[src/rtl/mdu_defs.sv]
// Shared definitions for the iterative multiply/divide unit:
// operation codes, FSM state encoding and the default datapath width.
package mdu_defs;

    localparam int MDU_WIDTH = 32;

    typedef enum logic [2:0] {
        MDU_MULT  = 3'd0,
        MDU_MULTU = 3'd1,
        MDU_DIV   = 3'd2,
        MDU_DIVU  = 3'd3,
        MDU_MTHI  = 3'd4,
        MDU_MTLO  = 3'd5
    } mdu_op_e;

    typedef enum logic [1:0] {
        ST_IDLE = 2'd0,
        ST_RUN  = 2'd1,
        ST_FIN  = 2'd2
    } mdu_state_e;

endpackage

[src/rtl/mdu_step.sv]
// One iteration of the MDU datapath: either a shift-add multiply step
// (LSB first) or a restoring-divide step (MSB first) on a 2*WIDTH accumulator.
module mdu_step import mdu_defs::*; #(
    parameter int WIDTH = MDU_WIDTH
) (
    input  logic [2*WIDTH-1:0] i_acc,
    input  logic [WIDTH-1:0]   i_opnd,
    input  logic               i_div,
    output logic [2*WIDTH-1:0] o_acc
);

    logic [WIDTH:0] w_sum;
    logic [WIDTH:0] w_part;
    logic [WIDTH:0] w_diff;

    // Multiply: upper half accumulates the multiplicand, lower half holds
    // the remaining multiplier bits; the whole thing shifts right each step.
    assign w_sum = {1'b0, i_acc[2*WIDTH-1:WIDTH]}
                 + (i_acc[0] ? {1'b0, i_opnd} : {(WIDTH+1){1'b0}});

    // Divide: upper half is the partial remainder, lower half shifts the
    // dividend out and the quotient bits in.
    assign w_part = i_acc[2*WIDTH-1:WIDTH-1];
    assign w_diff = w_part - {1'b0, i_opnd};

    always_comb begin
        o_acc = {w_sum, i_acc[WIDTH-1:1]};
        if (i_div) begin
            if (w_diff[WIDTH])
                o_acc = {w_part[WIDTH-1:0], i_acc[WIDTH-2:0], 1'b0};
            else
                o_acc = {w_diff[WIDTH-1:0], i_acc[WIDTH-2:0], 1'b1};
        end
    end

endmodule

[src/rtl/mdu_iter.sv]
// Iterative MIPS multiply/divide unit owning HI/LO. MULT/MULTU/DIV/DIVU take
// WIDTH iterations; MTHI/MTLO complete in a single cycle.
module mdu_iter import mdu_defs::*; #(
    parameter int               WIDTH   = MDU_WIDTH,
    parameter logic [WIDTH-1:0] DIV0_LO = {WIDTH{1'b1}}
) (
    input  logic             i_clk,
    input  logic             i_reset,
    input  logic             i_start,
    input  logic [2:0]       i_op,
    input  logic [WIDTH-1:0] i_src_a,
    input  logic [WIDTH-1:0] i_src_b,
    output logic             o_busy,
    output logic             o_done,
    output logic [WIDTH-1:0] o_hi,
    output logic [WIDTH-1:0] o_lo
);

    localparam int CW = $clog2(WIDTH);

    mdu_state_e         r_state;
    logic [CW-1:0]      r_cnt;
    logic [2*WIDTH-1:0] r_acc;
    logic [WIDTH-1:0]   r_opnd;
    logic               r_div;
    logic               r_neg_q;
    logic               r_neg_r;
    logic               r_div0;
    logic [WIDTH-1:0]   r_hi;
    logic [WIDTH-1:0]   r_lo;
    logic               r_busy;
    logic               r_done;

    mdu_op_e            w_op;
    logic               w_signed;
    logic               w_a_neg;
    logic               w_b_neg;
    logic [WIDTH-1:0]   w_abs_a;
    logic [WIDTH-1:0]   w_abs_b;
    logic [2*WIDTH-1:0] w_acc_nxt;
    logic [2*WIDTH-1:0] w_prod;
    logic [WIDTH-1:0]   w_quo;
    logic [WIDTH-1:0]   w_rem;
    logic [WIDTH-1:0]   w_res_hi;
    logic [WIDTH-1:0]   w_res_lo;

    assign w_op     = mdu_op_e'(i_op);
    assign w_signed = (w_op == MDU_MULT) || (w_op == MDU_DIV);
    assign w_a_neg  = w_signed && i_src_a[WIDTH-1];
    assign w_b_neg  = w_signed && i_src_b[WIDTH-1];
    assign w_abs_a  = w_a_neg ? -i_src_a : i_src_a;
    assign w_abs_b  = w_b_neg ? -i_src_b : i_src_b;

    mdu_step #(.WIDTH(WIDTH)) u_step (
        .i_acc  (r_acc),
        .i_opnd (r_opnd),
        .i_div  (r_div),
        .o_acc  (w_acc_nxt)
    );

    // Sign correction is applied to the output of the final iteration so the
    // result lands in HI/LO on the same edge as the last step.
    assign w_prod = r_neg_q ? -w_acc_nxt : w_acc_nxt;
    assign w_quo  = w_acc_nxt[WIDTH-1:0];
    assign w_rem  = w_acc_nxt[2*WIDTH-1:WIDTH];

    always_comb begin
        w_res_hi = w_prod[2*WIDTH-1:WIDTH];
        w_res_lo = w_prod[WIDTH-1:0];
        if (r_div) begin
            w_res_hi = r_neg_r ? -w_rem : w_rem;
            w_res_lo = r_div0 ? DIV0_LO : (r_neg_q ? -w_quo : w_quo);
        end
    end

    always_ff @(posedge i_clk) begin
        if (i_reset) begin
            r_state <= ST_IDLE;
            r_cnt   <= '0;
            r_acc   <= '0;
            r_opnd  <= '0;
            r_div   <= 1'b0;
            r_neg_q <= 1'b0;
            r_neg_r <= 1'b0;
            r_div0  <= 1'b0;
            r_hi    <= '0;
            r_lo    <= '0;
            r_busy  <= 1'b0;
            r_done  <= 1'b0;
        end else begin
            r_done <= 1'b0;
            case (r_state)
                ST_IDLE, ST_FIN: begin
                    r_state <= ST_IDLE;
                    r_busy  <= 1'b0;
                    if (i_start) begin
                        case (w_op)
                            MDU_MULT, MDU_MULTU: begin
                                r_acc   <= {{WIDTH{1'b0}}, w_abs_b};
                                r_opnd  <= w_abs_a;
                                r_div   <= 1'b0;
                                r_neg_q <= w_a_neg ^ w_b_neg;
                                r_neg_r <= 1'b0;
                                r_div0  <= 1'b0;
                                r_cnt   <= '0;
                                r_state <= ST_RUN;
                                r_busy  <= 1'b1;
                            end
                            MDU_DIV, MDU_DIVU: begin
                                r_acc   <= {{WIDTH{1'b0}}, w_abs_a};
                                r_opnd  <= w_abs_b;
                                r_div   <= 1'b1;
                                r_neg_q <= w_a_neg ^ w_b_neg;
                                r_neg_r <= w_a_neg;
                                r_div0  <= (i_src_b == '0);
                                r_cnt   <= '0;
                                r_state <= ST_RUN;
                                r_busy  <= 1'b1;
                            end
                            MDU_MTHI: r_hi <= i_src_a;
                            MDU_MTLO: r_lo <= i_src_a;
                            default: ;
                        endcase
                    end
                end
                ST_RUN: begin
                    r_acc <= w_acc_nxt;
                    r_cnt <= r_cnt + 1'b1;
                    if (r_cnt == CW'(WIDTH-1)) begin
                        r_hi    <= w_res_hi;
                        r_lo    <= w_res_lo;
                        r_state <= ST_FIN;
                        r_busy  <= 1'b0;
                        r_done  <= 1'b1;
                    end
                end
                default: begin
                    r_state <= ST_IDLE;
                    r_busy  <= 1'b0;
                end
            endcase
        end
    end

    assign o_busy = r_busy;
    assign o_done = r_done;
    assign o_hi   = r_hi;
    assign o_lo   = r_lo;

endmodule

[config.mk]
export PLATFORM = sky130hd
export DESIGN_NAME = mdu_iter
export DESIGN_NICKNAME = d
export VERILOG_FILES = /design/src/rtl/mdu_defs.sv /design/src/rtl/mdu_step.sv /design/src/rtl/mdu_iter.sv
export SDC_FILE = /design/constraint.sdc
export NUM_CORES = 1
export LEC_CHECK = 0
export ABC_AREA = 0
export CORE_MARGIN = 10
export CORE_UTILIZATION = 53
export DETAILED_ROUTE_END_ITERATION = 8
export PLACE_DENSITY = 0.74
export SKIP_CTS_REPAIR_TIMING = 1
export SLEW_MARGIN = 5
export SYNTH_ARGS = -nofsm -noshare
export SYNTH_HDL_FRONTEND = slang
export SYNTH_HIERARCHICAL = 1
export SYNTH_SLANG_ARGS = --single-unit
export TNS_END_PERCENT = 30
[constraint.sdc]
create_clock -name i_clk -period 5.2 [get_ports i_clk]
set_input_delay 1.3 -clock i_clk [delete_from_list [all_inputs] [get_ports i_clk]]
set_output_delay 1.3 -clock i_clk [all_outputs]
set_load 0.005 [all_outputs]
== Word-level counts from Yosys, hierarchy flattened ==
Cells that the tools add are included.
Word-level totals
  bits in writable memories: 0
  output and inout port bits: 66
  latch bits: 0
  bits of input ports: 70
  logic and storage cells: 93
  bits in registers: 173
  memory bits (read-only): 0
  memories: 0
Operators by class
  multipliers: 0
  shift-type cells: 0
  mux-type cells: 38
  add/sub/neg operators: 8
  reductions and logical operators: 19
  order comparisons: 0
  bitwise logic cells: 2
  divide/modulo/power cells: 0
  equal/unequal tests: 14
Operators with widths (count)
  32-bit 2-to-1 mux: 14
  64-bit 2-to-1 mux: 4
  64-bit one-hot mux with 2 select lines: 2
  32-bit one-hot mux with 2 select lines: 3
  32-bit negator: 4
  64-bit negator: 1
  32-bit by 33-bit adder with 33-bit output: 1
  33-bit by 32-bit subtractor with 33-bit output: 1
  32-bit logical NOT: 1
  3-bit AND reduction: 4
  5-bit 2-to-1 mux: 2
  5-bit one-hot mux with 2 select lines: 1
  1-bit one-hot mux with 2 select lines: 4
  4-bit AND reduction: 2
  2-bit OR reduction: 4
  3-bit by 2-bit equality test with 1-bit output (second input constant): 2
  3-bit equality test (second input constant): 2
  1-bit 2-to-1 mux: 6
  2-bit inequality test (second input constant): 3
  5-bit by 1-bit adder with 5-bit output (second input constant): 1
  5-bit equality test (second input constant): 1
  2-bit by 1-bit inequality test with 1-bit output (second input constant): 2
  2-bit one-hot mux with 2 select lines: 1
  2-bit nonzero test: 2
  12 further kinds: 13

== Depth between registers and ports, before layout ==
  depth in word-level cells: 9
  gate-level depth with buffers: 21
  gate-level depth less buffers: 20

== By module ==
Netlist, hierarchy kept.
Modules (own cells, without submodules)
  mdu_iter: seq. area each 3443.3 sq um, cells an instance 1454, area each 10890.4 sq um, times used 1
  mdu_step: seq. area each 0.0 sq um, cells an instance 663, area each 4590.7 sq um, times used 1

== Least setup slack after synthesis ==
OpenSTA, ideal clock, no wires.
  path type: register to register
  from: register r_acc[31]
  to: register r_hi[23] (netlist: o_hi[23])
  cell stages (with the launch flop): 20
  slack: 0.502 ns
  data arrival time: 4.603 ns
  library setup time: 0.095 ns
  path through: dfxtp_1 > inv_1 > ha_1 > fa_1 > nand2b_1 > a21oi_1 > o21ai_1 > o21ai_2 > a31oi_4 > a21oi_4 > xor2_4 > buf_6 > o22ai_1 > a31o_1 > or4_1 > or4b_1 > o41ai_1 > a31oi_1 > xnor2_1 > a221oi_1
On the way
  cells in the longest elaborated chain, start to end: 8
  elaborated cells between the ends (all ways): 10
  those cells by class: add/sub (3); mux (7)
RTL lines
  start: declaration: line mdu_iter.sv:23  | logic [2*WIDTH-1:0] r_acc;
  start signal: assignment: line mdu_iter.sv:99  | r_acc <= {{WIDTH{1'b0}}, w_abs_b};
  start signal: assignment: line mdu_iter.sv:110  | r_acc <= {{WIDTH{1'b0}}, w_abs_a};
  start signal: assignment: line mdu_iter.sv:127  | r_acc <= w_acc_nxt;
  33-bit by 32-bit subtractor with 33-bit output (*): line mdu_step.sv:24  | assign w_diff = w_part - {1'b0, i_opnd};
  64-bit 2-to-1 mux (*): line mdu_step.sv:29  | if (w_diff[WIDTH])
  64-bit 2-to-1 mux (*): line mdu_step.sv:28  | if (i_div) begin
  via w_acc_nxt[46]: line mdu_iter.sv:40  | logic [2*WIDTH-1:0] w_acc_nxt;
  64-bit negator or 32-bit negator (tied branches): line mdu_iter.sv:63, mdu_iter.sv:71
  64-bit 2-to-1 mux or 32-bit 2-to-1 mux (tied branches): line mdu_iter.sv:63, mdu_iter.sv:71
  32-bit 2-to-1 mux (*): line mdu_iter.sv:70  | if (r_div) begin
  32-bit 2-to-1 mux (*): line mdu_iter.sv:129  | if (r_cnt == CW'(WIDTH-1)) begin
  32-bit one-hot mux with 2 select lines (*): line mdu_iter.sv:92  | case (r_state)
  end signal: assignment: line mdu_iter.sv:120  | MDU_MTHI: r_hi <= i_src_a;
  end signal: assignment: line mdu_iter.sv:130  | r_hi <= w_res_hi;
  end: declaration: line mdu_iter.sv:29  | logic [WIDTH-1:0] r_hi;
The timed path passes the listed nets; every way through them passes the cells marked *. The select of a mux whose other input is x is not followed.
A chain may end at the register's enable or synchronous reset.

== Final worst setup path ==
  from: register r_acc[0]
  to: register r_hi[30] (netlist: o_hi[30])
On the way
  cells in the longest elaborated chain, start to end: 8
  elaborated cells between the ends (all ways): 11
  those cells by class: add/sub (3); mux (8)
RTL lines
  32-bit 2-to-1 mux (*): line mdu_step.sv:19  | + (i_acc[0] ? {1'b0, i_opnd} : {(WIDTH+1){1'b0}});
  32-bit by 33-bit adder with 33-bit output (*): line mdu_step.sv:19
  64-bit 2-to-1 mux (*): line mdu_step.sv:28
  via w_acc_nxt[54]: line mdu_iter.sv:40
  64-bit negator or 32-bit negator (tied branches): line mdu_iter.sv:63, mdu_iter.sv:71
  64-bit 2-to-1 mux or 32-bit 2-to-1 mux (tied branches): line mdu_iter.sv:63, mdu_iter.sv:71
  32-bit 2-to-1 mux (*): line mdu_iter.sv:70
  32-bit 2-to-1 mux (*): line mdu_iter.sv:129
  32-bit one-hot mux with 2 select lines (*): line mdu_iter.sv:92
Marked as above.

==> out/qor.yml <==
tightest_slew_ns: 1.212
io_buffers: 135
rows: 62
period_share: 0.9678
worst_path_largest_cell_delay_ns: 0.57
final_area_sq_mm: 0.01844
outcome: "finished, final reports clean"
core_area_sq_mm: 0.02878
diodes: 0
p_leak_uw: 0.007159
start_util: 0.5379
syn_inst: 2117
antenna_found_initial: 2
final_cell_mix: "nand2_1 (244), nor2_1 (177), a21oi_1 (173)"
yosys_most_used_dff: "dfxtp_1"
grt_pass1_vias: 16870
syn2layout_area_growth_pct: 19.14
synthArstFlopShare: 0
hold_path_class: "reg2reg"
via_per_inst: 6.742
cp_max_fo: 13
slowest_stage: "or4_1"
grt_pass1_wl_mm: 100.8
met1_usage: 0.4349
crit_top_cell: "buf_4"
drt_first_pass_iters: 6
ir_drop_uv: 233.2
drv_slew: 0
start_kind: "flip-flop"
dieWidth_um: 190.9
place_ws_ns: 0.08154
synth-seq-cells: 172
grt-ovfl-total: 0
cp_data_arrival_time_ns: 5.39
mostFrequentLayoutCell: "nand2_1"
wirelength_mm: 67.76
fin_ws_ns: 0.1673
min_period_ns: 5.033
tritoncts: "built"
whs_ns: 0.4737
grt_use_total: 0.3582
synth.yosys.seq_area_share: 0.2224
required_ns: 5.55
use_met2: 0.5807
cts_buffer_depth: 2
synth_area_per_cell_sq_um: 7.313
ctsRootBufferMaster: "clkbuf_16"
synth_edf_count: 0
final_cells: 2654
busiest_layer: "met2"
final_nets: 2399
endpoint_kind: "flip-flop"
fin_skew_ns: 0.02011
synth_fp_nets: 2259
use_met3: 0.06031
hold_viol: 0
die_area_sq_mm: 0.03645
finalSetupTns_ns: 0
vias: 17890
path_class: "reg2reg"
dp_hpwl_mm: 52.49
htree_num_levels: 4
synth_cell_types: 100
antenna_left: 0
placed_cells: 2615
clk_latency_ns: 0.47
max_freq_ghz: 0.1987
wl_per_cell_um: 25.53
clock_sinks: 172
cp_cell_sequence: "buf_4 > buf_4 > and2_1 > ha_1 > a211oi_1 > o211ai_1 > a21oi_2 > buf_4 > a21oi_1 > a2111oi_4 > nor2_1 > nor2_1 > xor2_2 > mux2i_1 > or4_1 > or4_1 > nor3_2 > nand3_1 > a211o_1 > and3_1"
placed_area_sq_mm: 0.01770
setup_viol: 0
drive_above_1_share: 0.1141
clkTransAtPathRegs_ns: 0.07
yosys_warnings: 6
syn_area_sq_mm: 0.01548
grt_max_degree: 74
drc: 0
gp_congestion: 1.045
cts_made_buffers: 17
die_h_um: 190.9
max_cap_viol_count: 0
p_per_area_mw_per_mm2: 237.0
drtIter0Drc: 2201
slew_headroom: 0.1884
io_pins: 136
## routing by layer
layer	share of wire	up-vias
met1	0.39	8471
met2	0.46	1087
met3	0.087	270
li1	-	8062
met5	0.00012	-
met4	0.069	2
## final timing paths
kind             from       end  slack [ns]  depth (start not counted)
min          o_lo[22]  o_lo[22]        0.47                          2
max          r_acc[0]  o_hi[30]        0.17                         20
min reg2reg  o_lo[22]  o_lo[22]        0.47                          2
max reg2reg  r_acc[0]  o_hi[30]        0.17                         20
## registers in the layout (all words and copies together), names as in the netlist
signal / count
o_busy: 1
o_done: 1
o_hi: 32
o_lo: 32
r_acc: 64
r_cnt: 5
r_div: 1
r_div0: 1
r_neg_q: 1
r_neg_r: 1
r_opnd: 32
r_state: 1
## cell type report
| class | instances | area, sq um |
|---|---|---|
| Inverter | 70 | 262.8 |
| Clock inverter | 13 | 131.4 |
| Sequential cell | 172 | 3448 |
| Tap cell | 384 | 480.5 |
| Timing Repair Buffer | 262 | 2322 |
| Fill cell | 2624 | 10340 |
| Multi-Input combinational cell | 1734 | 11360 |
| Clock buffer | 19 | 442.9 |
## cell usage after synthesis (all sizes together) (37+ instances only)
library cell	number	area, sq um
a221oi	44	391.6
nand3	83	420.4
dfxtp	172	3443
nor3	49	255.3
nand2	244	915.9
and2	45	281.5
inv	69	259.0
a31oi	55	359.1
xnor2	76	673.2
ha	70	875.8
and3	37	231.5
clkbuf	118	445.4
a21oi	180	919.6
o21ai	125	629.4
xor2	85	763.2
nor2	178	668.1
mux2i	37	370.4
## metrics by stage
step / utilization / total power, uW
CTS: 0.6350 / 4270
detailed placement: 0.6151 / 2990
global route: 0.6409 / 4530
floorplan: - / 2397
global placement: 0.6151 / 2980
finish: 0.6409 / 4372
## power breakdown
group	switching (uW)	internal (uW)	total, uW
registers	73.2	1380	1460
clock network	615	683	1300
logic	984	632	1620
total	1670	2700	4370
## kinds of logic (layout without fill, tap and decap cells)
kind of cell               Yosys count  count (layout)  synth area share
and+or+nand+nor                    787             787            0.2514
AOI/OAI and AO/OA                  645             645            0.2742
buffers and inverters              211             364           0.05278
DFF                                172             172            0.2224
xor gates and xnor gates           161             161           0.09278
adders and majority gates           72              72           0.05916
muxes                               69              69           0.04720
## worst max-delay path: cells and delay by family, from the launching register on
family / cells / cell delay, ns
AOI/OAI and AO/OA: 6 / 1.51
buffers and inverters: 3 / 0.47
adders and majority gates: 1 / 0.21
and+or+nand+nor: 8 / 2.01
xor gates and xnor gates: 1 / 0.23
muxes: 1 / 0.13
DFF: 1 / 0.35
Power figures use the tool's default switching activity.
==> edit, RTL diff (same settings) <==
The 3 states of `mdu_state_e` get a one-hot encoding in 3 bits.
--- a/src/rtl/mdu_defs.sv
+++ b/src/rtl/mdu_defs.sv
@@ -15,6 +15,6 @@
 
-    typedef enum logic [1:0] {
-        ST_IDLE = 2'd0,
-        ST_RUN  = 2'd1,
-        ST_FIN  = 2'd2
+    typedef enum logic [2:0] {
+        ST_IDLE = 3'b001,
+        ST_RUN  = 3'b010,
+        ST_FIN  = 3'b100
     } mdu_state_e;
Formal check against the unedited RTL: same outputs for any inputs over 4 cycles, from zero or initial values and one cycle with i_reset high; so few cycles prove little.
==> edit against the unedited design <==
  * Count of clock-buffer cells in the layout grew 1
  * Cell area fell by 2.8%
  * Wire length fell by 3.7%
  * Synthesized cell count is 1.9% lower
  * Total power is 7.6% lower
  * Critical endpoint is now o_hi[26]$_SDFFE_PP0P_
  * Clock power is 3% higher
  * Cell count down 2.5%
  * Sequential share of layout area rose by 0.76 points
  * Sequential cell count is 2 higher
  * Critical path type unchanged
  * Global-route usage down 0.89 points
  * Largest cell class unchanged
  * Setup slack got worse by 0.0057 ns
  * Maximum frequency down 0.11%
  * Synthesized area shrank 2.1%
  * First-iteration DRC count is 7.6% higher
==> edit: results (changes against the unedited design) <==
[run_status]
outcome = finished clean

[global_routing]
met3_usage_pct = 8.64  ; +2.6 points
gr-usage-met1_pct = 43.3  ; -0.19 points
grt_first_pass_wirelength_mm = 97.3  ; -3.4%
grt_pass1_vias = 15900  ; -6.0%
track_usage_pct = 34.9  ; -0.89 points

[yosys]
synth_cells = 2076  ; -1.9%
ys_top_cells_by_count = 243 x nand2_1, 196 x a21oi_1, 185 x nor2_1
synthTopCellsByArea = dfxtp_1 23%, a21oi_1 6.5%, xnor2_1 6.2%, nand2_1 6.0%, ha_1 5.8%
synth.mux.area_fraction_pct = 3.93  ; -0.79 points
synth_fp_nets = 2218  ; -1.8%
ys_types = 90  ; -10%
synth-adder-area-share_pct = 6.04  ; +0.13 points

[power]
p_int_mw = 2.60  ; -3.8%
power_clock_mw = 1.34  ; +3%
peakVddDrop_mv = 0.255  ; +9.5%
cellLeakagePower_nw = 6.78  ; -5.2%
powerComb_mw = 1.26  ; -22%

[routing]
wirelength_met1_mm = 25.4  ; -3.3%
drt_iter0_markers = 2369  ; +7.6%
vias = 17300  ; -3.5%
wl_met2_mm = 29.3  ; -5.1%
wire_per_inst_um = 25.2  ; -1.2%
wl_mm = 65.3  ; -3.7%

[setup_path]
cp_max_fo = 4  ; -9
arrival_ns = 5.41  ; +0.02 ns
r2r_end = o_hi[26]$_SDFFE_PP0P_

[timing]
fin_worst_skew_ns = 0.0138  ; -0.00629 ns
finalCriticalPeriod_ns = 5.04  ; +0.00575 ns
maxSlewHeadroom_pct = 34.7  ; +16 points
whs_ns = 0.454  ; -0.0198 ns

[hold_path]
hp-start = o_lo[13]$_SDFFE_PP0P_

[place]
hpwlAfterDp_mm = 49.8  ; -5.2%
post_dp_cell_area_mm2 = 0.0173  ; -2.5%
dp_cells = 2554  ; -2.3%

[finish]
multi_input_area_mm2 = 0.0110  ; -3.5%
layout-drive-gt1-share_pct = 10.4  ; -1.0 points

edit: changes by cell type after synthesis, moves of 22 or more:
| cell | before | now |
|---|---|---|
| xnor2_1 | 75 | 107 |
| o21ai_0 | 118 | 95 |
| or3_1 | 11 | 39 |
| o221ai_1 | 7 | 29 |
| a221oi_1 | 43 | 10 |
edit: layout make-up:
class | instances | area share (%)
tap | 378 | 2.64
multi-input combinational | 1701 | 61.1
inverter | 60 | 1.26
clock buffer | 20 | 2.61
clock inverter | 12 | 0.677
timing repair buffer | 243 | 12.3
sequential | 174 | 19.5
edit: worst max-delay path, cell delays in order, from the launching register on:
cell	delay (ns)
dfxtp_1	0.45
inv_1	0.08
ha_1	0.29
nor2b_1	0.21
o2111ai_1	0.21
a2111oi_1	0.71
buf_4	0.23
or2_2	0.14
a21oi_1	0.11
o21ai_0	0.25
xor2_1	0.10
nand2_1	0.08
a31oi_1	0.17
nor3_1	0.52
nand3_1	0.21
or2_2	0.34
o311ai_0	0.33
a21oi_1	0.14
xnor2_1	0.15
a211oi_1	0.23
